### src/rtl/tiny8v2_if.sv
// Memory-bus bundle between the tiny8v2 core (master) and its single-port memory (slave).
`timescale 1ns/1ps
interface tiny8v2_if #(
  parameter int WIDTH = 8
);
  logic             mem_resp;
  logic [WIDTH-1:0] mem_rdata;
  logic             mem_read;
  logic             mem_write;
  logic [WIDTH-1:0] mem_addr;
  logic [WIDTH-1:0] mem_wdata;

  modport master (
    input  mem_resp, mem_rdata,
    output mem_read, mem_write, mem_addr, mem_wdata
  );

  modport slave (
    output mem_resp, mem_rdata,
    input  mem_read, mem_write, mem_addr, mem_wdata
  );
endinterface

### src/rtl/tiny8v2.sv
// tiny8v2: multicycle accumulator CPU (fetch / decode / exec / halted) on a single-port
// memory bus with a read/write request held until mem_resp.
`timescale 1ns/1ps
module tiny8v2 #(
  parameter int               WIDTH    = 8,
  parameter logic [WIDTH-1:0] RESET_PC = {WIDTH{1'b0}}
) (
  input  logic             clk,
  input  logic             rst,
  tiny8v2_if.master        bus,
  output logic             halted,
  output logic [WIDTH-1:0] pc_out
);

  typedef enum logic [1:0] {
    ST_FETCH  = 2'd0,
    ST_DECODE = 2'd1,
    ST_EXEC   = 2'd2,
    ST_HALTED = 2'd3
  } state_t;

  localparam logic [2:0] OP_LDA  = 3'b000;
  localparam logic [2:0] OP_STA  = 3'b001;
  localparam logic [2:0] OP_ADD  = 3'b010;
  localparam logic [2:0] OP_SUB  = 3'b011;
  localparam logic [2:0] OP_NAND = 3'b100;
  localparam logic [2:0] OP_JMP  = 3'b101;
  localparam logic [2:0] OP_BRZ  = 3'b110;
  localparam logic [2:0] OP_HALT = 3'b111;

  localparam logic [WIDTH-1:0] ZERO   = {WIDTH{1'b0}};
  localparam logic [WIDTH-1:0] PC_ONE = {{(WIDTH-1){1'b0}}, 1'b1};

  state_t           state_q, state_d;
  logic [WIDTH-1:0] pc_q, pc_d;
  logic [WIDTH-1:0] acc_q, acc_d;
  logic [WIDTH-1:0] ir_q, ir_d;
  logic [2:0]       opcode_s;
  logic [WIDTH-1:0] operand_s;

  assign opcode_s  = ir_q[WIDTH-1:WIDTH-3];
  assign operand_s = {3'b000, ir_q[WIDTH-4:0]};
  assign pc_out    = pc_q;

  // Bus requests and status depend only on state; reset silences them immediately.
  always_comb begin
    bus.mem_read  = 1'b0;
    bus.mem_write = 1'b0;
    bus.mem_addr  = pc_q;
    bus.mem_wdata = acc_q;
    halted        = 1'b0;
    if (rst) begin
      bus.mem_read  = 1'b0;
      bus.mem_write = 1'b0;
      halted        = 1'b0;
    end else begin
      case (state_q)
        ST_FETCH: bus.mem_read = 1'b1;
        ST_EXEC: begin
          bus.mem_addr = operand_s;
          if (opcode_s == OP_STA) begin
            bus.mem_write = 1'b1;
          end else begin
            bus.mem_read = 1'b1;
          end
        end
        ST_HALTED: halted = 1'b1;
        default:   halted = 1'b0;
      endcase
    end
  end

  // Next-state and datapath updates; every register holds unless its state advances.
  always_comb begin
    state_d = state_q;
    pc_d    = pc_q;
    acc_d   = acc_q;
    ir_d    = ir_q;
    case (state_q)
      ST_FETCH: begin
        if (bus.mem_resp) begin
          ir_d    = bus.mem_rdata;
          pc_d    = pc_q + PC_ONE;
          state_d = ST_DECODE;
        end else begin
          state_d = ST_FETCH;
        end
      end
      ST_DECODE: begin
        case (opcode_s)
          OP_JMP: begin
            pc_d    = operand_s;
            state_d = ST_FETCH;
          end
          OP_BRZ: begin
            if (acc_q == ZERO) begin
              pc_d = operand_s;
            end else begin
              pc_d = pc_q;
            end
            state_d = ST_FETCH;
          end
          OP_HALT: state_d = ST_HALTED;
          default: state_d = ST_EXEC;
        endcase
      end
      ST_EXEC: begin
        if (bus.mem_resp) begin
          case (opcode_s)
            OP_LDA:  acc_d = bus.mem_rdata;
            OP_ADD:  acc_d = acc_q + bus.mem_rdata;
            OP_SUB:  acc_d = acc_q - bus.mem_rdata;
            OP_NAND: acc_d = ~(acc_q & bus.mem_rdata);
            default: acc_d = acc_q;
          endcase
          state_d = ST_FETCH;
        end else begin
          state_d = ST_EXEC;
        end
      end
      ST_HALTED: state_d = ST_HALTED;
      default:   state_d = ST_FETCH;
    endcase
  end

  // State registers; reset wins over any mem_resp arriving in the same cycle.
  always_ff @(posedge clk) begin
    if (rst) begin
      state_q <= ST_FETCH;
      pc_q    <= RESET_PC;
      acc_q   <= ZERO;
      ir_q    <= ZERO;
    end else begin
      state_q <= state_d;
      pc_q    <= pc_d;
      acc_q   <= acc_d;
      ir_q    <= ir_d;
    end
  end

endmodule

### src/flat_wrapper.sv
// flat-port wrapper written by rule: the top's interface ports become plain ports
module tiny8v2_flat 
#(
  parameter int               WIDTH    = 8,
  parameter logic [WIDTH-1:0] RESET_PC = {WIDTH{1'b0}}
)
  (clk, rst, halted, pc_out, bus_mem_resp, bus_mem_rdata, bus_mem_read, bus_mem_write, bus_mem_addr, bus_mem_wdata);
  tiny8v2_if #(.WIDTH(WIDTH)) bus_i ();
  input  logic clk;
  input  logic rst;
  output logic halted;
  output logic [WIDTH-1:0] pc_out;
  input wire logic [$bits(bus_i.mem_resp)-1:0] bus_mem_resp;
  input wire logic [$bits(bus_i.mem_rdata)-1:0] bus_mem_rdata;
  output wire logic [$bits(bus_i.mem_read)-1:0] bus_mem_read;
  output wire logic [$bits(bus_i.mem_write)-1:0] bus_mem_write;
  output wire logic [$bits(bus_i.mem_addr)-1:0] bus_mem_addr;
  output wire logic [$bits(bus_i.mem_wdata)-1:0] bus_mem_wdata;
  assign bus_i.mem_resp = bus_mem_resp;
  assign bus_i.mem_rdata = bus_mem_rdata;
  assign bus_mem_read = bus_i.mem_read;
  assign bus_mem_write = bus_i.mem_write;
  assign bus_mem_addr = bus_i.mem_addr;
  assign bus_mem_wdata = bus_i.mem_wdata;
  tiny8v2 #(.WIDTH(WIDTH), .RESET_PC(RESET_PC)) u_core (.clk(clk), .rst(rst), .bus(bus_i), .halted(halted), .pc_out(pc_out));
endmodule
### config.mk
export PLATFORM = sky130hd
export DESIGN_NAME = tiny8v2_flat
export DESIGN_NICKNAME = d
export VERILOG_FILES = /design/src/rtl/tiny8v2_if.sv /design/src/rtl/tiny8v2.sv /design/src/flat_wrapper.sv
export SDC_FILE = /design/constraint.sdc
export NUM_CORES = 1
export LEC_CHECK = 0
export BUFFER_PORTS_ARGS = -buffer_cell sky130_fd_sc_hd__buf_2
export CORE_AREA = 2 2 93 95
export CTS_BUF_LIST = sky130_fd_sc_hd__clkbuf_16
export DETAILED_ROUTE_END_ITERATION = 6
export DIE_AREA = 0 0 95 97
export PLACE_DENSITY_LB_ADDON = 0.1
export SLEW_MARGIN = 0
export SYNTH_ARGS = -nofsm -noshare
export SYNTH_HDL_FRONTEND = slang
export SYNTH_SLANG_ARGS = --single-unit
### constraint.sdc
create_clock -name clk -period 3.9 [get_ports clk]
set_clock_uncertainty 0.1 [all_clocks]
set_input_delay 1.17 -clock clk [delete_from_list [all_inputs] [get_ports clk]]
set_output_delay 1.17 -clock clk [all_outputs]
set_load 0.02 [all_outputs]
== Word level (Yosys, flattened, before mapping) ==
Cells that the tools add are included.

* Register bits after elaboration: 26
* Bits in latches: 0
* RAM bits: 0
* Memory bits (read-only): 0
* Input port bits: 11
* Output and inout bits: 27
* Logic and storage cells: 50
* Memories: 0

* $add $sub $neg: 3
* $mul: 0
* Divide/modulo/power cells: 0
* Order comparisons: 0
* Equality and inequality tests: 13
* Shifts and indexed selects: 0
* Muxes and demuxes: 19
* Bitwise logic cells: 2
* Reductions and logical operators: 9

{| class="wikitable"
|+ Operators with widths
! cell !! number
|-
| 8-bit 2-to-1 mux || 4
|-
| 8-bit one-hot mux with 2 select lines || 2
|-
| 8-bit one-hot mux with 4 select lines || 1
|-
| 3-bit equality test, second input constant || 4
|-
| 8-bit by 1-bit adder with 8-bit output, second input constant || 1
|-
| 8-bit adder || 1
|-
| 8-bit AND || 1
|-
| 8-bit zero test || 1
|-
| 1-bit 2-to-1 mux || 8
|-
| 8-bit inverter || 1
|-
| 2-bit one-hot mux with 4 select lines || 1
|-
| 8-bit subtractor || 1
|-
| 3-bit by 2-bit equality test with 1-bit output, second input constant || 2
|-
| 3-bit by 2-bit != test with 1-bit output, second input constant || 2
|-
| 2-bit equality test, second input constant || 2
|-
| 2-bit one-hot mux with 2 select lines || 1
|-
| 4-bit AND reduction || 1
|-
| 4-bit nonzero test || 1
|-
| 3-bit by 1-bit equality test with 1-bit output, second input constant || 1
|-
| 3-bit zero test || 1
|-
| 3-bit AND reduction || 1
|-
| 2-bit by 1-bit equality test with 1-bit output, second input constant || 1
|-
| 2-bit zero test || 1
|-
| 2-bit 2-to-1 mux || 1
|-
| other kinds (5) || 5
|}

== Longest topological paths before layout ==
Gate-level depths: netlist of the first run.

* Depth in word-level cells: 4
* Mapped depth: 11
* Depth with buffers taken out: 11

== Worst setup path before layout of the first run ==
Ideal clock, no wire load.

* Path kind: input port to output port
* Start: in rst
* End: out bus_mem_addr[4]
* Arrival time: 1.973 ns
* Required time: 2.630 ns
* Slack: 0.657 ns
* Cell stages on the path: 2
* Path buffers: 0
* Cell sequence: nor3_2 -> mux2_1

* Longest elaborated chain between the ends: 1

{| class="wikitable"
|+ RTL lines
! what !! line !! RTL
|-
| start: declaration || flat_wrapper.sv:10 || <nowiki>input logic rst;</nowiki>
|-
| 8-bit 2-to-1 mux || tiny8v2.sv:52 || <nowiki>if (rst) begin</nowiki>
|-
| end: declaration || flat_wrapper.sv:17 || <nowiki>output wire logic [$bits(bus_i.mem_addr)-1:0] bus_mem_addr;</nowiki>
|}

No other way between the ends.

== Final worst setup path of the first run ==
* Start: in rst
* End: out bus_mem_addr[3]

Same word-level chain as after synthesis.

==> insert_results.sql, run 1 <==
INSERT INTO impl_metrics (metric_group, metric, value, unit) VALUES
('die', 'design.core.area', '0.00813', 'mm2'),
('clock_tree', 'cts_made_buffers', '3', ''),
('layout', 'utilization', '0.297', ''),
('global_route', 'gr-usage-all-layers', '0.133', ''),
('critical_path', 'critical_path.cell_chain', 'buf_2, nor3_2, buf_4, mux2_2, buf_2', ''),
('clock_tree', 'cts_tree', 'yes', ''),
('synthesis', 'post_synth_and_or_nand_nor_area_fraction', '0.251', ''),
('clock_tree', 'clock_sinks', '26', ''),
('flow_run', 'cap_violations', '0', ''),
('clock_tree', 'clk_transition_reported_paths', '0.08', 'ns'),
('global_route', 'grt_start_max_net_pins', '22', ''),
('critical_path', 'crit_path_most_repeated_cell', 'buf_2', ''),
('synthesis', 'post-synth-top-area-cell', 'dfxtp_1', ''),
('worst_hold_path', 'min_delay_path_depth', '2', ''),
('synthesis', 'post_synth_instance_area', '0.00200', 'mm2'),
('layout', 'post_route_cells_drive_above_1_share', '0.201', ''),
('die', 'floorplan.io_pins', '38', ''),
('synthesis', 'synth.yosys.warnings', '0', ''),
('critical_path', 'timing.critical_path.arrival', '2.10', 'ns'),
('critical_path', 'critPathLaunchType', 'input pin', ''),
('critical_path', 'critical_path.max_stage_delay', '0.35', 'ns'),
('critical_path', 'cp_capture_type', 'output pin', ''),
('timing', 'timing.final.max_slew_violations', '0', ''),
('clock_tree', 'h-tree-depth', '1', ''),
('timing', 'worst_slew_pin_slew', '0.643', 'ns'),
('timing', 'totalNegativeSetupSlack', '0', 'ns'),
('die', 'die_area', '0.00922', 'mm2'),
('pwr', 'ir_drop', '0.115', 'mV'),
('synthesis', 'syn_avg_cell_area', '7.79', 'um2'),
('worst_hold_path', 'hp-class', 'flop to flop', ''),
('synthesis', 'yosys.area_share.xor_xnor', '0.0394', ''),
('clock_tree', 'ctsRootBufferMaster', 'clkbuf_16', ''),
('route', 'ant_nets', '0', ''),
('clock_tree', 'clock_insertion_delay_worst_skew', '0.27', 'ns'),
('synthesis', 'count_of_state_elements_after_synthesis', '26', ''),
('timing', 'rsz_0062_raised_after_global_routing', 'false', ''),
('clock_tree', 'hold_buffers', '0', ''),
('route', 'drt-initial-drc-count', '55', ''),
('route', 'drt_wl_total', '5890', 'um'),
('layout', 'layout.nets', '312', ''),
('global_route', 'grt_first_pass_wirelength', '9900', 'um'),
('synthesis', 'synth_compound_area_frac', '0.234', ''),
('critical_path', 'timing.critical_path.fanout_max', '9', ''),
('route', 'vias', '1923', ''),
('synthesis', 'synth_adder_area_share', '0.0725', ''),
('timing', 'report.final.setup_viol', '0', ''),
('timing', 'fin_ws', '0.534', 'ns'),
('route', 'routed_wire_length_per_instance', '14.9', 'um'),
('placed_design', 'dp_worst_setup_slack', '0.430', 'ns'),
('pwr', 'cellPowerDensity', '335', 'mW/mm2'),
('die', 'fp-row-count', '33', ''),
('route', 'detail_route.drc_violations', '0', ''),
('pwr', 'total_leakage_power', '1.06', 'nW'),
('route', 'drt_first_pass_iters', '4', ''),
('clock_tree', 'cts_max_path_buffers', '2', ''),
('timing', 'max_freq', '0.297', 'GHz'),
('placed_design', 'hpwl', '4410', 'um'),
('timing', 'post-route-min-period', '3.37', 'ns'),
('clock_tree', 'postCtsResizedCells', '0', ''),
('die', 'fp.dieH', '97', 'um'),
('synthesis', 'synthMuxAreaShare', '0.0938', ''),
('clock_tree', 'post_cts.repair.setup_buffers', '0', ''),
('critical_path', 'reg2regPathDepth', '9', ''),
('route', 'detail_route.vias_per_cell', '4.88', ''),
('synthesis', 'ys_types', '51', ''),
('synthesis', 'synth_ff_type', 'dfxtp_1', ''),
('synthesis', 'synth_async_sr_flop_share', '0', ''),
('timing', 'min_period_over_period', '0.863', ''),
('global_route', 'grt-ovfl-total', '0', ''),
('outcome', 'status', 'completed', ''),
('timing', 'final-hold-violation-count', '0', '');
-- cells in the final DEF (no fill, tap or decap), drive strengths merged, types with 2 or more instances in the layout --
| cell | n |
|---|---|
| a211oi | 7 |
| a21oi | 16 |
| a31oi | 11 |
| and3 | 4 |
| buf | 44 |
| clkbuf | 3 |
| dfxtp | 26 |
| ha | 10 |
| inv | 9 |
| mux2 | 6 |
| mux2i | 12 |
| nand2 | 23 |
| nand2b | 7 |
| nand3 | 5 |
| nor2 | 31 |
| nor2b | 8 |
| nor3 | 6 |
| nor3b | 3 |
| o211a | 2 |
| o211ai | 3 |
| o21a | 2 |
| o21ai | 14 |
| o2bb2ai | 4 |
| o31a | 2 |
| or3 | 2 |
| or4 | 3 |
| xnor2 | 7 |
| xor2 | 2 |
-- final cells by class --
cell class / instances / area, um2
fill: 904 / 5720
multi-input combinational: 206 / 1390
sequential: 26 / 520
timing repair buffer: 44 / 238
tap: 105 / 131
clock buffer: 3 / 75.1
inverter: 9 / 33.8
clock inverter: 1 / 30.0
-- flip-flops by register name, indices dropped and copies added, names as in the netlist --
register	count
u_core.pc_out	8
u_core.state_q	2
u_core.ir_q	8
u_core.bus.mem_wdata	8
-- where the power goes --
part / internal (mW) / switching (mW) / total, mW
sequential: 0.279 / 0.0212 / 0.300
combinational: 0.0787 / 0.114 / 0.192
clock: 0.205 / 0.112 / 0.317
total: 0.563 / 0.247 / 0.810
-- cells by family after synthesis --
| group | Yosys count |
|---|---|
| compound gates | 70 |
| simple gates | 98 |
| mux | 18 |
| xor+xnor | 9 |
| flops | 26 |
| buf+inv | 25 |
| fa+ha+maj | 11 |
-- per-stage QoR --
step                      std cells  hold WS, ns  instance area [um2]  power, mW
after floorplan                 257        0.377                 2000      0.443
after global placement          390        0.363                 2310      0.503
after detailed placement        390        0.371                 2310      0.501
after CTS                       394        0.385                 2420      0.822
after global routing            394        0.405                 2420      0.859
final                           394        0.382                 2420      0.810
-- path summary, 6_finish.rpt --
kind / start / slack [ns] / endpoint
worst min register to register: u_core.pc_out[7] / 0.38 / u_core.pc_out[7]
worst max-delay path: rst / 0.53 / bus_mem_addr[3]
worst min-delay path: u_core.pc_out[7] / 0.38 / u_core.pc_out[7]
worst max register to register: u_core.ir_q[5] / 1.21 / u_core.bus.mem_wdata[5]
-- routing by layer --
metal  track usage  part of all wire  wire length [um]  vias up
li1              -                 -                 -      988
met1         0.178              0.47              2790      903
met2         0.226              0.49              2880       27
met3        0.0179             0.029               169        5
met4        0.0290            0.0087                51        0
met5             0                 0                 0        -
-- critical path, delay by kind of cell --
| family | cells | cell delay (ns) |
|---|---|---|
| buffers and inverters | 3 | 0.48 |
| muxes | 1 | 0.35 |
| and+or+nand+nor | 1 | 0.10 |
Power figures use the tool's default switching activity.
==> run 2: changes to the inputs <==
--- a/config.mk
+++ b/config.mk
@@ -5,11 +5,12 @@
 export SDC_FILE = /design/constraint.sdc
 export NUM_CORES = 1
 export LEC_CHECK = 0
+export ABC_AREA = 1
 export BUFFER_PORTS_ARGS = -buffer_cell sky130_fd_sc_hd__buf_2
-export CORE_AREA = 2 2 93 95
+export CORE_AREA = 2 2 94 96
 export CTS_BUF_LIST = sky130_fd_sc_hd__clkbuf_16
 export DETAILED_ROUTE_END_ITERATION = 6
-export DIE_AREA = 0 0 95 97
+export DIE_AREA = 0 0 96 98
 export PLACE_DENSITY_LB_ADDON = 0.1
 export SLEW_MARGIN = 0
 export SYNTH_ARGS = -nofsm -noshare
==> run 2 against run 1 <==
- final area up 0.47%
- via count up 8.0%
- critical path depth up 3
- utilization shrank 1.0 points
- register-to-register slack better by 0.30 ns
- cell count is 14% higher
- sequential share of layout area shrank 0.10 points
- area after synthesis is 1.2% higher
- count of clock-buffer cells in the layout is the same
- largest power group unchanged
- clock power increased by 1%
==> insert_results.sql, run 2 <==
INSERT INTO impl_metrics (metric_group, metric, value, unit) VALUES
('timing', 'rsz_0062_raised_after_global_routing', 'false', ''),
('clock_tree', 'post_cts.repair.setup_buffers', '0', ''),
('clock_tree', 'cts_tree', 'yes', ''),
('synthesis', 'count_of_state_elements_after_synthesis', '26', ''),
('synthesis', 'synth_async_sr_flop_share', '0', ''),
('placed_design', 'finalWeightedCongestion', '0.824', ''),
('timing', 'fin_ws', '0.469', 'ns'),
('timing', 'max_freq', '0.291', 'GHz'),
('clock_tree', 'h-tree-depth', '1', ''),
('synthesis', 'synth.yosys.warnings', '0', ''),
('synthesis', 'ys_types', '39', ''),
('placed_design', 'placed_cells_incl_taps', '445', ''),
('global_route', 'via_count_of_the_first_global_routing_pass', '2107', ''),
('layout', 'layout_commonest_cell', 'nand2_1', ''),
('die', 'fp.dieH', '98', 'um'),
('synthesis', 'synthCells', '305', ''),
('critical_path', 'timing.critical_path.arrival', '2.16', 'ns'),
('synthesis', 'synth_top_cell_area_share', '0.257', ''),
('critical_path', 'cp_capture_type', 'output pin', ''),
('die', 'effective_utilization_at_floorplan', '0.239', ''),
('route', 'drt_first_pass_iters', '4', ''),
('layout', 'post_layout_nonfiller_instances', '449', ''),
('synthesis', 'post_synth_most_frequent_cells', 'nand2_1, a21oi_1, inv_1, nor2_1, o21ai_0', ''),
('synthesis', 'synth_top_cells_by_area', 'dfxtp_1, nand2_1, a21oi_1, o21ai_0, ha_1', ''),
('synthesis', 'synth_sequential_area_ratio', '0.257', ''),
('pwr', 'total_leakage_power', '1.14', 'nW'),
('die', 'floorplan.io_pins', '38', ''),
('timing', 'slew-limit-headroom', '0.529', ''),
('route', 'detail_route.vias_per_cell', '4.62', ''),
('die', 'floorplan.die.width', '96', 'um'),
('die', 'fp-row-count', '34', ''),
('clock_tree', 'clock_insertion_delay_worst_skew', '0.27', 'ns'),
('critical_path', 'critPathLaunchType', 'input pin', ''),
('synthesis', 'syn_avg_cell_area', '6.64', 'um2'),
('placed_design', 'hpwl', '4800', 'um'),
('pwr', 'power.total', '861', 'uW'),
('layout', 'post_route_cells_drive_above_1_share', '0.217', ''),
('placed_design', 'place_area', '0.00232', 'mm2'),
('pwr', 'cellPowerDensity', '355', 'mW/mm2'),
('timing', 'final-hold-violation-count', '0', ''),
('clock_tree', 'clk_transition_reported_paths', '0.07', 'ns'),
('placed_design', 'port_buffers', '37', ''),
('timing', 'worst_slew_pin_slew', '0.705', 'ns'),
('synthesis', 'synth_ff_type', 'dfxtp_1', ''),
('route', 'drt_wl_total', '6220', 'um'),
('synthesis', 'syn-num-nets', '327', ''),
('clock_tree', 'postCtsResizedCells', '0', ''),
('synthesis', 'synth_edf_count', '0', ''),
('layout', 'layout-area-overhead-vs-synth', '19.8', '%'),
('route', 'routed_wire_length_per_instance', '13.9', 'um'),
('timing', 'report.final.setup_viol', '0', ''),
('flow_run', 'cap_violations', '0', ''),
('pwr', 'ir_drop', '0.131', 'mV'),
('layout', 'layout.nets', '364', ''),
('die', 'design.core.area', '0.00847', 'mm2'),
('route', 'ant_nets', '0', ''),
('route', 'drt-initial-drc-count', '106', ''),
('critical_path', 'timing.critical_path.fanout_max', '13', ''),
('timing', 'timing.final.max_slew_violations', '0', ''),
('global_route', 'grt-ovfl-total', '0', ''),
('layout', 'layout_common_cells', 'nand2_1, a21oi_1, buf_2, inv_1, nor2_1', ''),
('clock_tree', 'cts_max_path_buffers', '2', ''),
('layout', 'num_antenna_cells', '0', ''),
('clock_tree', 'ctsRootBufferMaster', 'clkbuf_16', ''),
('global_route', 'gr-usage-all-layers', '0.141', ''),
('worst_hold_path', 'hp-class', 'flop to flop', ''),
('timing', 'post-route-min-period', '3.43', 'ns'),
('clock_tree', 'clock_sinks', '26', ''),
('critical_path', 'kind_of_critical_path', 'input pin to output pin', ''),
('layout', 'utilization', '0.287', ''),
('clock_tree', 'hold_buffers', '0', ''),
('synthesis', 'synth_most_common_cell', 'nand2_1', ''),
('timing', 'min_period_over_period', '0.880', ''),
('global_route', 'grt_start_max_net_pins', '21', ''),
('route', 'vias', '2076', ''),
('layout', 'design_area', '0.00243', 'mm2'),
('clock_tree', 'cts_made_buffers', '3', ''),
('critical_path', 'timing.critical_path.required', '2.63', 'ns'),
('timing', 'totalNegativeSetupSlack', '0', 'ns'),
('synthesis', 'post_synth_instance_area', '0.00203', 'mm2'),
('outcome', 'status', 'completed', ''),
('die', 'die_area', '0.00941', 'mm2'),
('synthesis', 'post-synth-top-area-cell', 'dfxtp_1', ''),
('global_route', 'antenna_found_initial', '0', ''),
('placed_design', 'dp_worst_setup_slack', '0.447', 'ns'),
('global_route', 'grt_first_pass_wirelength', '10400', 'um'),
('route', 'detail_route.drc_violations', '0', ''),
('timing', 'worst_hold_slack', '0.404', 'ns');
[run 2: path summary, 6_finish.rpt]
path | slack (ns) | endpoint | depth (start not counted) | startpoint
worst max-delay path | 0.47 | bus_mem_addr[4] | 8 | rst
worst max register to register | 1.51 | u_core.bus.mem_wdata[5] | 12 | u_core.ir_q[7]
worst min-delay path | 0.40 | u_core.pc_out[6] | 2 | u_core.pc_out[6]
worst min register to register | 0.40 | u_core.pc_out[6] | 2 | u_core.pc_out[6]
[run 2: critical path, stage by stage]
cell and delay, ns:
buf_2 0.16, nor2_1 0.10, inv_1 0.06, nor2_1 0.12, buf_4 0.21, nand2_1 0.06, o21ai_0 0.08, buf_2 0.19
[run 2: where the power goes]
group / switching [mW] / total [mW] / internal [mW] / leakage, nW
combinational: 0.157 / 0.231 / 0.0740 / 0.874
clock: 0.115 / 0.321 / 0.205 / 0.0511
sequential: 0.0255 / 0.310 / 0.284 / 0.213
[run 2: cell families (layout without fill, tap and decap cells)]
group,after synthesis,count (layout),synth area share
xor gates and xnor gates,6,6,0.0259
DFF,26,26,0.257
AOI/OAI and AO/OA,90,90,0.267
adders and majority gates,11,11,0.0716
and+or+nand+nor,123,123,0.278
buffers and inverters,49,85,0.100
[run 2: area by class of cell]
class	instances	area [um2]
clock buffer	3	75.1
clock inverter	1	30.0
fill	966	6040
inverter	43	171
multi-input combinational	230	1300
sequential	26	520
tap	108	135
timing repair buffer	38	193
[run 2: metal layers]
| layer | wire length [um] | track usage | share of wire |
|---|---|---|---|
| met5 | 0 | 0 | 0 |
| met2 | 2930 | 0.238 | 0.47 |
| met4 | 153 | 0.0527 | 0.025 |
| met3 | 201 | 0.0208 | 0.032 |
| met1 | 2940 | 0.180 | 0.47 |
==> run 3: changes to the inputs <==
--- a/config.mk
+++ b/config.mk
@@ -7,11 +7,12 @@
 export LEC_CHECK = 0
 export ABC_AREA = 1
 export BUFFER_PORTS_ARGS = -buffer_cell sky130_fd_sc_hd__buf_2
-export CORE_AREA = 2 2 94 96
+export CORE_AREA = 2 2 64 66
 export CTS_BUF_LIST = sky130_fd_sc_hd__clkbuf_16
 export DETAILED_ROUTE_END_ITERATION = 6
-export DIE_AREA = 0 0 96 98
+export DIE_AREA = 0 0 66 68
 export PLACE_DENSITY_LB_ADDON = 0.1
+export REMOVE_ABC_BUFFERS = 1
 export SLEW_MARGIN = 0
 export SYNTH_ARGS = -nofsm -noshare
 export SYNTH_HDL_FRONTEND = slang
==> run 3 against run 2 <==
- final area decreased by 3.0%
- register-to-register slack got worse by 0.09 ns
- sequential share of layout area grew 0.66 points
- utilization rose by 32 points
- non-clock buffer count did not move
- largest power group is now registers
- die area decreased by 52%
- setup slack better by 0.087 ns
- power decreased by 2.2%
- combinational power decreased by 2%
- cell count shrank 13%
- critical endpoint unchanged
- via count fell by 0.53%
- count of clock-buffer cells in the layout unchanged
==> insert_results.sql, run 3 (synthesized netlist as in run 2, its figures left out) <==
INSERT INTO impl_metrics (metric_group, metric, value, unit) VALUES
('outcome', 'status', 'completed', ''),
('timing', 'rsz_0062_raised_after_global_routing', 'false', ''),
('global_route', 'antenna_found_initial', '0', ''),
('route', 'vias', '2065', ''),
('route', 'detail_route.vias_per_cell', '5.28', ''),
('critical_path', 'worst_path_max_delay_cell', 'buf_4', ''),
('pwr', 'clockPowerShare', '0.365', ''),
('timing', 'max_freq', '0.299', 'GHz'),
('layout', 'multi_input_gate_area_in_the_final_layout', '0.00130', 'mm2'),
('timing', 'min_period_over_period', '0.857', ''),
('layout', 'layout.filler_cells', '372', ''),
('clock_tree', 'h-tree-depth', '1', ''),
('placed_design', 'hpwl', '3760', 'um'),
('pwr', 'switching_share', '0.332', ''),
('pwr', 'p_seq_frac', '0.366', ''),
('route', 'detail_route.drc_violations', '0', ''),
('global_route', 'grt-ovfl-total', '0', ''),
('worst_hold_path', 'min_delay_path_depth', '2', ''),
('pwr', 'ir_drop', '0.186', 'mV'),
('layout', 'layout-area-overhead-vs-synth', '16.2', '%'),
('clock_tree', 'postCtsResizedCells', '0', ''),
('timing', 'final-hold-violation-count', '0', ''),
('placed_design', 'port_buffers', '37', ''),
('clock_tree', 'post_cts.repair.setup_buffers', '0', ''),
('critical_path', 'timing.critical_path.arrival', '2.07', 'ns'),
('die', 'floorplan.die.width', '66', 'um'),
('global_route', 'gr-usage-all-layers', '0.237', ''),
('critical_path', 'reg2regPathDepth', '12', ''),
('route', 'drt_first_pass_iters', '4', ''),
('route', 'ant_nets', '0', ''),
('worst_hold_path', 'hp-class', 'flop to flop', ''),
('pwr', 'net_switching', '279', 'uW'),
('critical_path', 'cp_num_buf_inv', '4', ''),
('timing', 'slew-limit-headroom', '0.595', ''),
('pwr', 'cellPowerDensity', '358', 'mW/mm2'),
('layout', 'layout_commonest_cell', 'nand2_1', ''),
('global_route', 'grt_start_max_net_pins', '21', ''),
('layout', 'layout.nets', '364', ''),
('pwr', 'total_leakage_power', '1.14', 'nW'),
('flow_run', 'cap_violations', '0', ''),
('placed_design', 'finalWeightedCongestion', '0.818', ''),
('timing', 'post-route-min-period', '3.34', 'ns'),
('layout', 'utilization', '0.611', ''),
('die', 'fp.dieH', '68', 'um'),
('layout', 'num_antenna_cells', '0', ''),
('route', 'drt-initial-drc-count', '101', ''),
('layout', 'final-seq-area', '520', 'um2'),
('pwr', 'power_report.internal_total', '563', 'uW'),
('die', 'die_area', '0.00449', 'mm2'),
('timing', 'timing.final.max_slew_violations', '0', ''),
('critical_path', 'timing.critical_path.required', '2.63', 'ns'),
('timing', 'totalNegativeSetupSlack', '0', 'ns'),
('clock_tree', 'hold_buffers', '0', ''),
('clock_tree', 'ctsRootBufferMaster', 'clkbuf_16', ''),
('critical_path', 'critical_path.cell_chain', 'buf_2, nor2_1, inv_1, nor2_1, buf_4, nand2_1, o21ai_0, buf_2', ''),
('clock_tree', 'cts_made_buffers', '3', ''),
('route', 'routed_wire_length_per_instance', '12.9', 'um'),
('critical_path', 'timing.critical_path.fanout_max', '13', ''),
('critical_path', 'cp_capture_type', 'output pin', ''),
('critical_path', 'critPathLaunchType', 'input pin', ''),
('critical_path', 'kind_of_critical_path', 'input pin to output pin', ''),
('clock_tree', 'clock_insertion_delay_worst_skew', '0.26', 'ns'),
('critical_path', 'timing.critical_path.depth', '8', ''),
('critical_path', 'critical_path.max_stage_delay', '0.18', 'ns'),
('timing', 'report.final.setup_viol', '0', ''),
('clock_tree', 'clk_transition_reported_paths', '0.07', 'ns'),
('die', 'fp-row-count', '23', ''),
('timing', 'worst_slew_pin_slew', '0.607', 'ns'),
('die', 'design.core.area', '0.00386', 'mm2'),
('layout', 'layout_common_cells', 'nand2_1, a21oi_1, buf_2, inv_1, nor2_1', ''),
('route', 'drt_wl_total', '5060', 'um'),
('pwr', 'power_frac_comb', '0.269', ''),
('die', 'effective_utilization_at_floorplan', '0.525', ''),
('critical_path', 'critical-path-top-delay-family', 'buffers and inverters', ''),
('global_route', 'grt_first_pass_wirelength', '8180', 'um'),
('die', 'floorplan.io_pins', '38', ''),
('global_route', 'via_count_of_the_first_global_routing_pass', '1822', ''),
('clock_tree', 'clock_sinks', '26', ''),
('clock_tree', 'cts_max_path_buffers', '2', ''),
('clock_tree', 'cts_tree', 'yes', ''),
('layout', 'post_route_cells_drive_above_1_share', '0.217', '');
==> run 3: cell counts in the layout (fill, tap and decap cells not counted) <==
No cell type changed its count.
==> run 3: power groups by stage <==
stage	Clock [mW]	Sequential (mW)	Combinational (mW)
final	0.308	0.308	0.226
after global routing	0.319	0.312	0.256
after CTS	0.308	0.308	0.227
after detailed placement	0	0.314	0.225
after global placement	0	0.314	0.223
after floorplan	0	0.321	0.154
==> run 3: worst min-delay path, stage by stage, from the launching register on <==
cell	delay (ns)
dfxtp_1	0.33
nand2_1	0.07
a21oi_1	0.05
==> run 3: per-layer routing <==
metal,GRT usage,share of wire,vias to the layer above
met5,0,0,-
met4,0.0587,0.0097,0
li1,-,-,1093
met2,0.451,0.49,40
met3,0.0280,0.039,6
met1,0.283,0.46,926
==> run 3: layout make-up <==
class	count	share of cell area
inverter	43	0.0728
tap	50	0.0266
clock inverter	1	0.0128
clock buffer	3	0.0319
multi-input combinational	230	0.553
sequential	26	0.221
timing repair buffer	38	0.0818
==> run 3: final timing paths <==
kind,startpoint,to,slack (ns)
worst max-delay path,rst,bus_mem_addr[4],0.56
worst min-delay path,u_core.pc_out[7],u_core.pc_out[7],0.40
worst max register to register,u_core.ir_q[7],u_core.bus.mem_wdata[5],1.42
worst min register to register,u_core.pc_out[7],u_core.pc_out[7],0.40
==> run 3: stage by stage <==
step,hold WS (ns),area [um2],power (mW),std cells,setup WS (ns)
after CTS,0.404,2350,0.843,391,0.563
after global placement,0.397,2250,0.537,387,0.609
after floorplan,0.401,1990,0.475,299,0.597
after detailed placement,0.392,2250,0.539,387,0.564
after global routing,0.434,2350,0.886,391,0.467
final,0.402,2350,0.842,391,0.556
